**src/rtl/bit_timer_pkg.sv**
```systemverilog
// bit_timer_pkg: shared defaults for the bit-period tap timer.
// Defaults model the USB full-speed 25-sample bit period.
package bit_timer_pkg;

   localparam int DEFAULT_CNT_BITS = 5;
   localparam int DEFAULT_NUM_TAPS = 3;
   localparam int USB_FS_PERIOD    = 25;

   localparam logic [3*DEFAULT_CNT_BITS-1:0] USB_FS_TAPS =
      {5'd25, 5'd16, 5'd8};

   typedef logic [DEFAULT_CNT_BITS-1:0] cnt_t;

endpackage

```
**src/rtl/bit_tap_timer_tap_compare.sv**
```systemverilog
// tap_compare: equality of the next count against each tap value.
// Purely combinational; one match bit per tap.
module tap_compare
   import bit_timer_pkg::*;
#(
   parameter int CNT_BITS = DEFAULT_CNT_BITS,
   parameter int NUM_TAPS = DEFAULT_NUM_TAPS
) (
   input  logic [CNT_BITS-1:0] nxt_count,
   input  logic [CNT_BITS-1:0] taps [NUM_TAPS],
   output logic [NUM_TAPS-1:0] match
);

   // one comparator per tap
   always_comb begin
      match = '0;
      for (int i = 0; i < NUM_TAPS; i++) begin
         match[i] = (nxt_count == taps[i]);
      end
   end

endmodule

```
**src/rtl/bit_tap_timer.sv**
```systemverilog
// bit_tap_timer: bit-period counter with programmable tap pulses.
// Macro TIMER_PHASE_CAPTURE_EN adds phase_err/phase_valid capture on resync.
module bit_tap_timer
   import bit_timer_pkg::*;
#(
   parameter int CNT_BITS = DEFAULT_CNT_BITS,
   parameter int NUM_TAPS = DEFAULT_NUM_TAPS
) (
   input  logic                         clk,
   input  logic                         rst,
   input  logic                         clear,
   input  logic                         count_enable,
   input  logic                         resync,
   input  logic [CNT_BITS-1:0]          period_val,
   input  logic [NUM_TAPS*CNT_BITS-1:0] tap_val,
   output logic [CNT_BITS-1:0]          count_out,
   output logic [NUM_TAPS-1:0]          tap_flags,
   output logic                         bit_done,
   output logic                         start_pulse
`ifdef TIMER_PHASE_CAPTURE_EN
   ,
   output logic [CNT_BITS-1:0]          phase_err,
   output logic                         phase_valid
`endif
);

   localparam logic [CNT_BITS-1:0] ONE = CNT_BITS'(1);

   logic                prev_enable;
   logic [CNT_BITS-1:0] eff_period;
   logic [CNT_BITS-1:0] nxt_count;
   logic                nxt_done;
   logic                nxt_start;
   logic                taps_en;
   logic [NUM_TAPS-1:0] match;
   logic [CNT_BITS-1:0] taps [NUM_TAPS];

   for (genvar g = 0; g < NUM_TAPS; g++) begin : g_taps
      assign taps[g] = tap_val[g*CNT_BITS +: CNT_BITS];
   end

   assign eff_period = (period_val == '0) ? ONE : period_val;

   tap_compare #(
      .CNT_BITS (CNT_BITS),
      .NUM_TAPS (NUM_TAPS)
   ) u_tap_compare (
      .nxt_count (nxt_count),
      .taps      (taps),
      .match     (match)
   );

   // next count and pulse selection, first matching condition wins
   always_comb begin
      nxt_count = count_out;
      nxt_done  = 1'b0;
      nxt_start = 1'b0;
      taps_en   = 1'b0;
      if (clear) begin
         nxt_count = ONE;
      end else if (!count_enable) begin
         nxt_count = count_out;
      end else if (!prev_enable) begin
         nxt_count = ONE;
         nxt_start = 1'b1;
         taps_en   = 1'b1;
      end else if (resync) begin
         nxt_count = ONE;
         taps_en   = 1'b1;
      end else if (count_out >= eff_period) begin
         nxt_count = ONE;
         nxt_done  = 1'b1;
         taps_en   = 1'b1;
      end else begin
         nxt_count = count_out + ONE;
         taps_en   = 1'b1;
      end
   end

   // registered count, pulses and enable history
   always_ff @(posedge clk or posedge rst) begin
      if (rst) begin
         count_out   <= '0;
         tap_flags   <= '0;
         bit_done    <= 1'b0;
         start_pulse <= 1'b0;
         prev_enable <= 1'b0;
      end else begin
         count_out   <= nxt_count;
         tap_flags   <= taps_en ? match : '0;
         bit_done    <= nxt_done;
         start_pulse <= nxt_start;
         prev_enable <= count_enable;
      end
   end

`ifdef TIMER_PHASE_CAPTURE_EN
   logic resync_hit;

   assign resync_hit = ~clear & count_enable & prev_enable & resync;

   // capture the pre-resync count as the phase error
   always_ff @(posedge clk or posedge rst) begin
      if (rst) begin
         phase_err   <= '0;
         phase_valid <= 1'b0;
      end else begin
         phase_valid <= resync_hit;
         if (resync_hit) begin
            phase_err <= count_out;
         end
      end
   end
`endif

endmodule

```
**config.mk**
```make
export PLATFORM = sky130hd
export DESIGN_NAME = bit_tap_timer
export DESIGN_NICKNAME = d
export VERILOG_FILES = /design/src/rtl/bit_timer_pkg.sv /design/src/rtl/bit_tap_timer_tap_compare.sv /design/src/rtl/bit_tap_timer.sv
export SDC_FILE = /design/constraint.sdc
export NUM_CORES = 1
export LEC_CHECK = 0
export ABC_AREA = 1
export BUFFER_PORTS_ARGS = -buffer_cell sky130_fd_sc_hd__buf_4
export CAP_MARGIN = 15
export CORE_UTILIZATION = 44
export CTS_CLUSTER_SIZE = 40
export DETAILED_ROUTE_END_ITERATION = 7
export HOLD_SLACK_MARGIN = 0.12
export PLACE_DENSITY = 0.86
export SLEW_MARGIN = 20
export SYNTH_ARGS = -nofsm -noshare
export SYNTH_HDL_FRONTEND = slang
export SYNTH_SLANG_ARGS = --single-unit
```
**constraint.sdc**
```tcl
create_clock -name clk -period 1.69 [get_ports clk]
set_clock_uncertainty 0.05 [all_clocks]
set_input_delay 0.169 -clock clk [delete_from_list [all_inputs] [get_ports clk]]
set_output_delay 0.169 -clock clk [all_outputs]
set_load 0.05 [all_outputs]
```
* Yosys cells after proc, flatten, opt, wreduce, memory -nomap -nowiden *
Index checks and enable logic that the tools add are counted.
W data, S select, Z words.

storage, ports and cells
  flip-flop bits (word level) = 11
  output and inout port bits = 10
  word-level logic and storage cells = 28

cells by class
  $add $sub $neg = 1
  order comparisons = 1
  equal/unequal tests = 3
  muxes and demuxes = 17
  reductions and logical operators = 1

operators with widths
  operator               count
  $mux W5                6
  $eq A5 B5 Y1           3
  $mux W1                10
  $add A5 B1 Y5 const B  1
  $ge A5 B5 Y1           1
  $logic_not A5 Y1       1
  $mux W3                1

* Depth between registers and ports, before layout *
Gate-level depths: netlist of run 1.

  word-level depth = 10
  depth in mapped cells = 15
  mapped depth without buffers = 15

* Cells and area by module *
Synthesis of run 1 repeated with hierarchy kept, for this count alone.

second synthesis, totals
  cell total of the unflattened synthesis = 129
  area total of the unflattened synthesis = 878.3 µm²

modules (own cells, without submodules)
  module         instances  cells an instance  area an instance (µm²)  seq. area each (µm²)
  bit_tap_timer  1          84                 660.6                   275.3
  tap_compare    1          45                 217.7                   0.0

* Worst setup path after synthesis of run 1 *
No wires, ideal clock.

  path kind = register to register
  start point = reg count_out[0]
  end point = reg tap_flags[0]
  library setup time = 0.115 ns
  data arrival time = 1.797 ns
  data required time = 1.525 ns
  setup slack = -0.273 ns
  cell stages (with the launch flop) = 13
  path buffers = 0
  period minus slack after synthesis = 1.963 ns
  path through = dfrtp_1 inv_1 ha_1 inv_1 nand2_1 nand2_1 nand4_1 nand2_1 nand2_2 nor2_1 nor2_2 nand3_1 nor2_1

between the ends
  cells in the longest elaborated chain, start to end = 8

ends and longest elaborated chain
  what                                           RTL line                                  RTL
  start: declaration                             bit_tap_timer.sv:16                       output logic [CNT_BITS-1:0] count_out,
  start signal: assignment                       bit_tap_timer.sv:89                       count_out <= nxt_count;
  $add A5 B1 Y5 or $ge A5 B5 Y1 (tied branches)  bit_tap_timer.sv:75, bit_tap_timer.sv:70
  $mux W5                                        bit_tap_timer.sv:70                       end else if (count_out >= eff_period) begin
  $mux W5                                        bit_tap_timer.sv:67                       end else if (resync) begin
  $mux W5                                        bit_tap_timer.sv:63                       end else if (!prev_enable) begin
  $mux W5 (*)                                    bit_tap_timer.sv:61                       end else if (!count_enable) begin
  $mux W5 (*)                                    bit_tap_timer.sv:59                       if (clear) begin
  net nxt_count[0]                               bit_tap_timer.sv:31                       logic [CNT_BITS-1:0] nxt_count;
  $eq A5 B5 Y1 (*)                               bit_tap_timer_tap_compare.sv:18           match[i] = (nxt_count == taps[i]);
  $mux W3 (*)                                    bit_tap_timer.sv:90                       tap_flags <= taps_en ? match : '0;
  end signal: assignment                         bit_tap_timer.sv:90
  end: declaration                               bit_tap_timer.sv:17                       output logic [NUM_TAPS-1:0] tap_flags,

Mark *: on every way through the listed nets, which the timed path passes. The rest lies on a longest branch.

* Worst setup path in the final report of run 1 *
  start point = reg count_out[4]
  end point = reg tap_flags[0]

between the ends
  cells in the longest elaborated chain, start to end = 8

ends and longest elaborated chain
  what                                           RTL line
  $add A5 B1 Y5 or $ge A5 B5 Y1 (tied branches)  bit_tap_timer.sv:75, bit_tap_timer.sv:70
  $mux W5                                        bit_tap_timer.sv:70
  $mux W5                                        bit_tap_timer.sv:67
  $mux W5                                        bit_tap_timer.sv:63
  $mux W5 (*)                                    bit_tap_timer.sv:61
  $mux W5 (*)                                    bit_tap_timer.sv:59
  $eq A5 B5 Y1 (*)                               bit_tap_timer_tap_compare.sv:18
  $mux W3 (*)                                    bit_tap_timer.sv:90

Mark *: on every way between the ends. The rest lies on a longest branch, timed or not.

==> results of run 1 <==
[through the flow]
stage / power, uW / utilization (%) / area, sq um / setup TNS [ps]
after floorplan: 408 / - / 1040 / -194
after global placement: 495 / 68.4 / 1400 / -209
after detailed placement: 503 / 68.4 / 1400 / -329
after CTS: 706 / 75.9 / 1550 / -89.1
after global routing: 784 / 82.0 / 1670 / -764
final: 748 / 82.0 / 1670 / -361
[flip-flops by register name, indices dropped and copies added, names as in the netlist]
signal,flops
tap_flags,3
start_pulse,1
prev_enable,1
count_out,5
bit_done,1
[layout make-up]
cell class                      count  area, sq um
Sequential cell                    11          282
Multi-Input combinational cell    113          774
Fill cell                         134          368
Tap cell                           27         33.8
Clock buffer                        4         26.3
Inverter                           33          124
Timing Repair Buffer               56          434
[placed cells by master, fill, tap and decap left out, types with 3 or more instances in the layout]
cell,synthesis,layout
buf_4,0,51
nand3_2,2,7
nand2_4,0,5
a21oi_1,5,5
nor2_2,2,6
nor2_1,18,13
nand2_1,45,27
inv_2,1,5
inv_1,32,28
ha_4,0,5
dfrtp_1,11,6
dfrtp_2,0,5
dlygate4sd3_1,0,4
nand2_2,7,20
clkbuf_4,0,3
nand3_1,18,12
[cells in the mapped netlist (all sizes together)]
| master | n | area, sq um |
|---|---|---|
| nor3 | 1 | 5.00 |
| nand2 | 52 | 213 |
| xnor2 | 1 | 8.76 |
| nand4 | 2 | 12.5 |
| inv | 33 | 124 |
| nor2 | 21 | 91.3 |
| dfrtp | 11 | 275 |
| a31oi | 1 | 6.26 |
| buf | 1 | 11.3 |
| a41o | 1 | 10.0 |
| a21oi | 6 | 33.8 |
| nand3b | 2 | 15.0 |
| ha | 6 | 75.1 |
| nand3 | 20 | 110 |
[power by group]
group	leakage, uW	total (uW)	internal [uW]	switching [uW]
clock	0.0000150	182	91.5	90.8
combinational	0.000766	289	129	160
sequential	0.000139	277	270	6.54
[path summary, 6_finish.rpt]
path	slack [ps]	cells past startpoint	end
setup / recovery	-130	13	tap_flags[0]$_DFF_PP0_
hold / removal	120	4	tap_flags[1]$_DFF_PP0_
setup reg to reg	-130	13	tap_flags[0]$_DFF_PP0_
hold reg to reg	400	1	start_pulse$_DFF_PP0_
max in group asynchronous	860	3	count_out[2]$_DFF_PP0_
min in group asynchronous	400	3	tap_flags[0]$_DFF_PP0_
[worst register-to-register path, cell delays in order (launching register included)]
cell	delay, ps
dfrtp_2	440
ha_4	270
nand2_2	70
nand2_2	80
inv_2	70
nand2_2	60
nor2_4	140
nand2_2	60
nand2_2	130
nand2_4	80
nand2_2	90
nand2_2	60
nand3_2	70
nor2_1	40
[timing repair]
item | in CTS | in global routing
gates resized for setup | 9 | 33
setup endpoints to repair | 3 | 4
hold buffers | 4 | 0
hold endpoints to repair | 14 | 0
setup buffers | 5 | 2
pin swaps | 17 | 18
[kinds of logic after synthesis]
| kind of cell | count (synthesis) | synth area share, % |
|---|---|---|
| xor gates and xnor gates | 1 | 0.884 |
| adders and majority gates | 6 | 7.58 |
| buffers and inverters | 34 | 13.6 |
| AOI/OAI and AO/OA | 8 | 5.05 |
| and+or+nand+nor | 98 | 45.1 |
| DFF | 11 | 27.8 |
[per-layer routing]
metal	GRT usage, %	routed length (um)	vias up
met5	0	0	-
met4	8.10	56	0
met3	5.86	220	8
met2	50.9	1760	66
met1	28.1	1330	590
li1	-	-	605
==> key figures, run 1 <==
Setup path
  • Largest fanout on the critical path: 4
  • Worst Path Arrival: 1940 ps
  • Crit path kind: reg -> reg
  • Slowest cell on crit path: dfrtp_2
  • CP top delay family: simple AND/OR/NAND/NOR gates
  • CP Cell Sequence: ha_4 -> nand2_2 -> nand2_2 -> inv_2 -> nand2_2 -> nor2_4 -> nand2_2 -> nand2_2 -> nand2_4 -> nand2_2 -> nand2_2 -> nand3_2 -> nor2_1
  • R2R Path Start: count_out[4]$_DFF_PP0_
  • Worst Path Buf+Inv: 1
  • Delay of the slowest cell on the worst path: 440 ps
  • CP startpoint: count_out[4]$_DFF_PP0_
  • Critical Path Most Common Cell: nand2_2
  • Worst EP required: 1810 ps
  • Setup crit start kind: register
  • Worst setup EP type: register

Drt
  • Routed vias: 1269
  • Routed WL: 3360 um
  • DRT Pass-1 Iters: 5
  • Wire per inst: 13.8 um
  • Starting DRT DRC Count: 39
  • Post-route ant nets: 0
  • DRC: 0
  • Via density: 5.20

Placement
  • Port bufs: 34
  • Dpl cells: 229
  • Placer Congestion: 0.873
  • DP Wirelength: 2170 um
  • Setup slack after placement: -125 ps

Clock network
  • Number of clock sinks: 11
  • Worst skew pair latency: 270 ps
  • CTS tree: built
  • Maximum clock insertion buffer count: 2
  • Root buffer cell: clkbuf_4
  • Reg clk slew, reported paths: 70 ps
  • H-tree levels: 1
  • Num CTS Buffers: 3

Finish
  • Layout area overhead: 68.9%
  • Final std cells w/o fill: 244
  • Fraction of layout cells with a size suffix above 1: 52.1%
  • Final nets: 249
  • # diodes: 0

Logic synthesis
  • Syn Nets: 189
  • Synth unique cells: 20
  • Mapped Area: 991 sq um
  • Yosys reg bits: 11
  • Synthesized area per cell: 6.27 sq um
  • Synth Warn #: 0
  • Gate Count Post-Synth: 158
  • Post-synthesis sequential area ratio: 27.8%

Global route
  • Initial antenna violation count: 0
  • Largest net degree at the start of global routing: 12
  • Vias in the first global route: 1254
  • GR Util All Layers: 26.4%
  • Remaining global-route overflow: 0
  • First-pass GRT wire length: 4970 um

Run status
  • Failing checks: negative setup slack
  • Outcome: finished with violations

Timing
  • Hold WS: 118 ps
  • Crit path time final: 1820 ps
  • Slew HR: 61.5%
  • Final Hold Viols: 0
  • RSZ-0062 raised after global routing: yes
  • Final period util: 108%
  • Final Setup Violations: 3
  • Peak Freq: 550 MHz
  • Final worst slack: -128 ps
  • Final Slew Violations: 0
  • Tightest Pin Transition: 577 ps

Floorplan
  • Ports: 35
  • Die Wd: 49.5 um
  • Site Rows: 16
  • Die Y: 49.5 um
  • Die area: 2450 sq um
  • Initial cell density of the core: 48.5%
  • Core Area: 2040 sq um

Hold path
  • Hold Crit Class: in -> reg
  • Hold_sp: tap_val[5]

Power
  • Worst vdd ir: 0.499 mV
  • LEAKAGE: 0.000920 uW
  • Pwr/cell area: 447 nW/um^2

Job
  • Max-cap viol count: 0
(Power assumes the default switching activity.)
==> run 2: changes to the inputs <==
--- a/config.mk
+++ b/config.mk
@@ -8,11 +8,11 @@
 export ABC_AREA = 1
 export BUFFER_PORTS_ARGS = -buffer_cell sky130_fd_sc_hd__buf_4
 export CAP_MARGIN = 15
-export CORE_UTILIZATION = 44
+export CORE_UTILIZATION = 49
 export CTS_CLUSTER_SIZE = 40
 export DETAILED_ROUTE_END_ITERATION = 7
 export HOLD_SLACK_MARGIN = 0.12
-export PLACE_DENSITY = 0.86
+export PLACE_DENSITY = 0.9
 export SLEW_MARGIN = 20
 export SYNTH_ARGS = -nofsm -noshare
 export SYNTH_HDL_FRONTEND = slang
==> constraint.sdc (replaced) <==
create_clock -name clk -period 1.8 [get_ports clk]
set_clock_uncertainty 0.05 [all_clocks]
set_input_delay 0.18 -clock clk [delete_from_list [all_inputs] [get_ports clk]]
set_output_delay 0.18 -clock clk [all_outputs]
set_load 0.05 [all_outputs]
==> run 2 against run 1 <==
Net effect:
- the run ends with design-rule violations, negative setup slack left
- sequential share of layout area rose by 1.6 points
- die area decreased by 9.8%
- sequential power fell by 6%
- cell area fell by 8.7%
- clock power decreased by 3%
- first-iteration DRC count increased to 2.6 times the previous value
- clock-buffer cell count unchanged
- worst hold slack improved by 13 ps
- critical endpoint is now tap_flags[2]$_DFF_PP0_
- largest cell class unchanged
- largest power group is now sequential cells
==> key figures, run 2 (synthesis gave the netlist of run 1 again) <==
Run status
  • Outcome: finished with violations
  • Failing checks: design-rule violations, negative setup slack

Setup path
  • Slowest cell on crit path: dfrtp_2
  • Critical Path Most Common Cell: nand2_2
  • Worst setup EP type: register
  • Worst Path Arrival: 2180 ps (+240 ps)
  • Delay of the slowest cell on the worst path: 440 ps (about the same)
  • CP Cell Sequence: inv_2 -> ha_4 -> inv_2 -> nand2_2 -> nand2_1 -> nor2_1 -> nor2_2 -> nand2_1 -> nand2_2 -> nand2_4 -> nand2_2 -> nand4_1 -> nor2_1
  • Crit path kind: reg -> reg
  • Largest fanout on the critical path: 4 (unchanged)
  • Reg2Reg Setup Slack: -240 ps (-120 ps)
  • Worst EP required: 1930 ps (+120 ps)
  • Setup crit start kind: register

Finish
  • Biggest regs: count_out (5), tap_flags (3)
  • Max reg flops: 5 (unchanged)
  • Commonest non-fill, non-tap cell in the layout: buf_4
  • FILL cells: 106 (-21%)
  • Final nets: 238 (-4.4%)
  • Fraction of layout cells with a size suffix above 1: 43.2% (-8.9 points)
  • Layout area overhead: 54.3%
  • Final Util: 84.9% (+2.9 points)
  • Most frequent cells in the layout: 42 x buf_4, 31 x nand2_1, 28 x inv_1
  • # diodes: 0 (unchanged)
  • Top reg by flops: count_out

Drt
  • DRT Pass-1 Iters: 8 (+3)
  • Via density: 5.69 (+9.4%)
  • Post-route ant nets: 0 (unchanged)
  • Wire per inst: 15.5 um (+12%)
  • Routed WL: 3580 um (+6.4%)
  • Starting DRT DRC Count: 103 (+160%)
  • Routed vias: 1314 (+3.5%)
  • DRC: 2 (+2)

Global route
  • First-pass GRT wire length: 4670 um (-6.0%)
  • Largest net degree at the start of global routing: 12 (unchanged)
  • Remaining global-route overflow: 0 (unchanged)
  • Initial antenna violation count: 0 (unchanged)
  • GR Util All Layers: 31.4% (+5.0 points)
  • Vias in the first global route: 1131 (-9.8%)

Timing
  • RSZ-0062 raised after global routing: yes
  • Final Hold Viols: 0 (unchanged)
  • Final Setup Violations: 3 (unchanged)
  • Crit path time final: 2040 ps (+226 ps)
  • Final Slew Violations: 0 (unchanged)
  • Final period util: 114% (+6.0 points)
  • Peak Freq: 489 MHz (-11%)
  • Final worst slack: -244 ps (-116 ps)
  • Tightest Pin Transition: 470 ps (-108 ps)
  • Slew HR: 68.7% (+7.2 points)

Floorplan
  • Die Wd: 47.0 um (-5.0%)
  • Core Area: 1800 sq um (-12%)
  • Initial cell density of the core: 55.0% (+6.5 points)
  • Ports: 35 (unchanged)
  • Site Rows: 15 (-1)
  • Die area: 2210 sq um (-9.8%)
  • Die Y: 47.0 um (-5.0%)

Power
  • LEAKAGE: 0.000855 uW (-7.0%)
  • Worst vdd ir: 0.379 mV (-24%)
  • Pwr/cell area: 452 nW/um^2 (+1.1%)

Placement
  • Setup slack after placement: -128 ps (-2.35 ps)
  • DP Wirelength: 2380 um (+9.6%)
  • Placer Congestion: 0.862 (-1.2%)
  • Port bufs: 34 (unchanged)

Job
  • Max-cap viol count: 0 (unchanged)

Clock network
  • Worst skew pair latency: 280 ps (about the same)
  • Reg clk slew, reported paths: 80 ps (about the same)
  • Root buffer cell: clkbuf_4
  • Maximum clock insertion buffer count: 2 (unchanged)
  • CTS tree: built
  • Number of clock sinks: 11 (unchanged)
  • H-tree levels: 1 (unchanged)
  • Num CTS Buffers: 3 (unchanged)

Hold path
  • Hold Crit Class: in -> reg
[run 2: area by class of cell]
class | instances | area (sq um) | share of cell area, %
clock buffer | 4 | 26.3 | 1.72
inverter | 33 | 124 | 8.10
multi-input combinational | 113 | 721 | 47.1
sequential | 11 | 282 | 18.4
tap | 25 | 31.3 | 2.05
timing repair buffer | 45 | 345 | 22.6
[run 2: stage by stage]
stage	hold slack [ps]	instances	total power (uW)	cell area, sq um	TNS [ps]
after floorplan	-17.9	158	380	1010	0
after global placement	149	220	452	1320	0
after detailed placement	148	220	464	1320	-272
after CTS	134	229	648	1420	-0.260
after global routing	157	231	716	1530	-748
final	132	231	691	1530	-439
[run 2: report_power, final]
part           total, uW  internal, uW  switching [uW]
Combinational        253           106             147
Clock                177          86.1            91.3
Sequential           260           254            6.34
[run 2: worst max-delay path, delay by kind of cell, from the launching register on]
family,cells,cell delay (ps)
fa+ha+maj,1,200
buf+inv,2,140
flops,1,440
simple gates,10,1090
[run 2: timing repair]
action / in CTS / in global routing
resized for setup: 4 / 24
gates cloned: 0 / 0
setup endpoints to repair: 3 / 3
setup buffers: 2 / 2
hold buffers: 3 / 0
hold endpoints to repair: 13 / 0
pin swaps: 4 / 17
[run 2: path summary, 6_finish.rpt]
path                                   startpoint                      to  cells past startpoint
max in group asynchronous                     rst  count_out[3]$_DFF_PP0_                      3
min in group asynchronous                     rst   prev_enable$_DFF_PP0_                      3
max                        count_out[0]$_DFF_PP0_  tap_flags[2]$_DFF_PP0_                     13
min reg2reg                 prev_enable$_DFF_PP0_   start_pulse$_DFF_PP0_                      1
min                                    tap_val[4]  tap_flags[0]$_DFF_PP0_                      4
max reg2reg                count_out[0]$_DFF_PP0_  tap_flags[2]$_DFF_PP0_                     13
[run 2: per-layer routing]
metal | routed length (um) | GRT usage [%] | vias up
li1 | - | - | 585
met3 | 358 | 8.85 | 35
met5 | 0 | 0 | -
met4 | 242 | 16.0 | 0
met2 | 1820 | 58.9 | 104
met1 | 1160 | 31.2 | 590
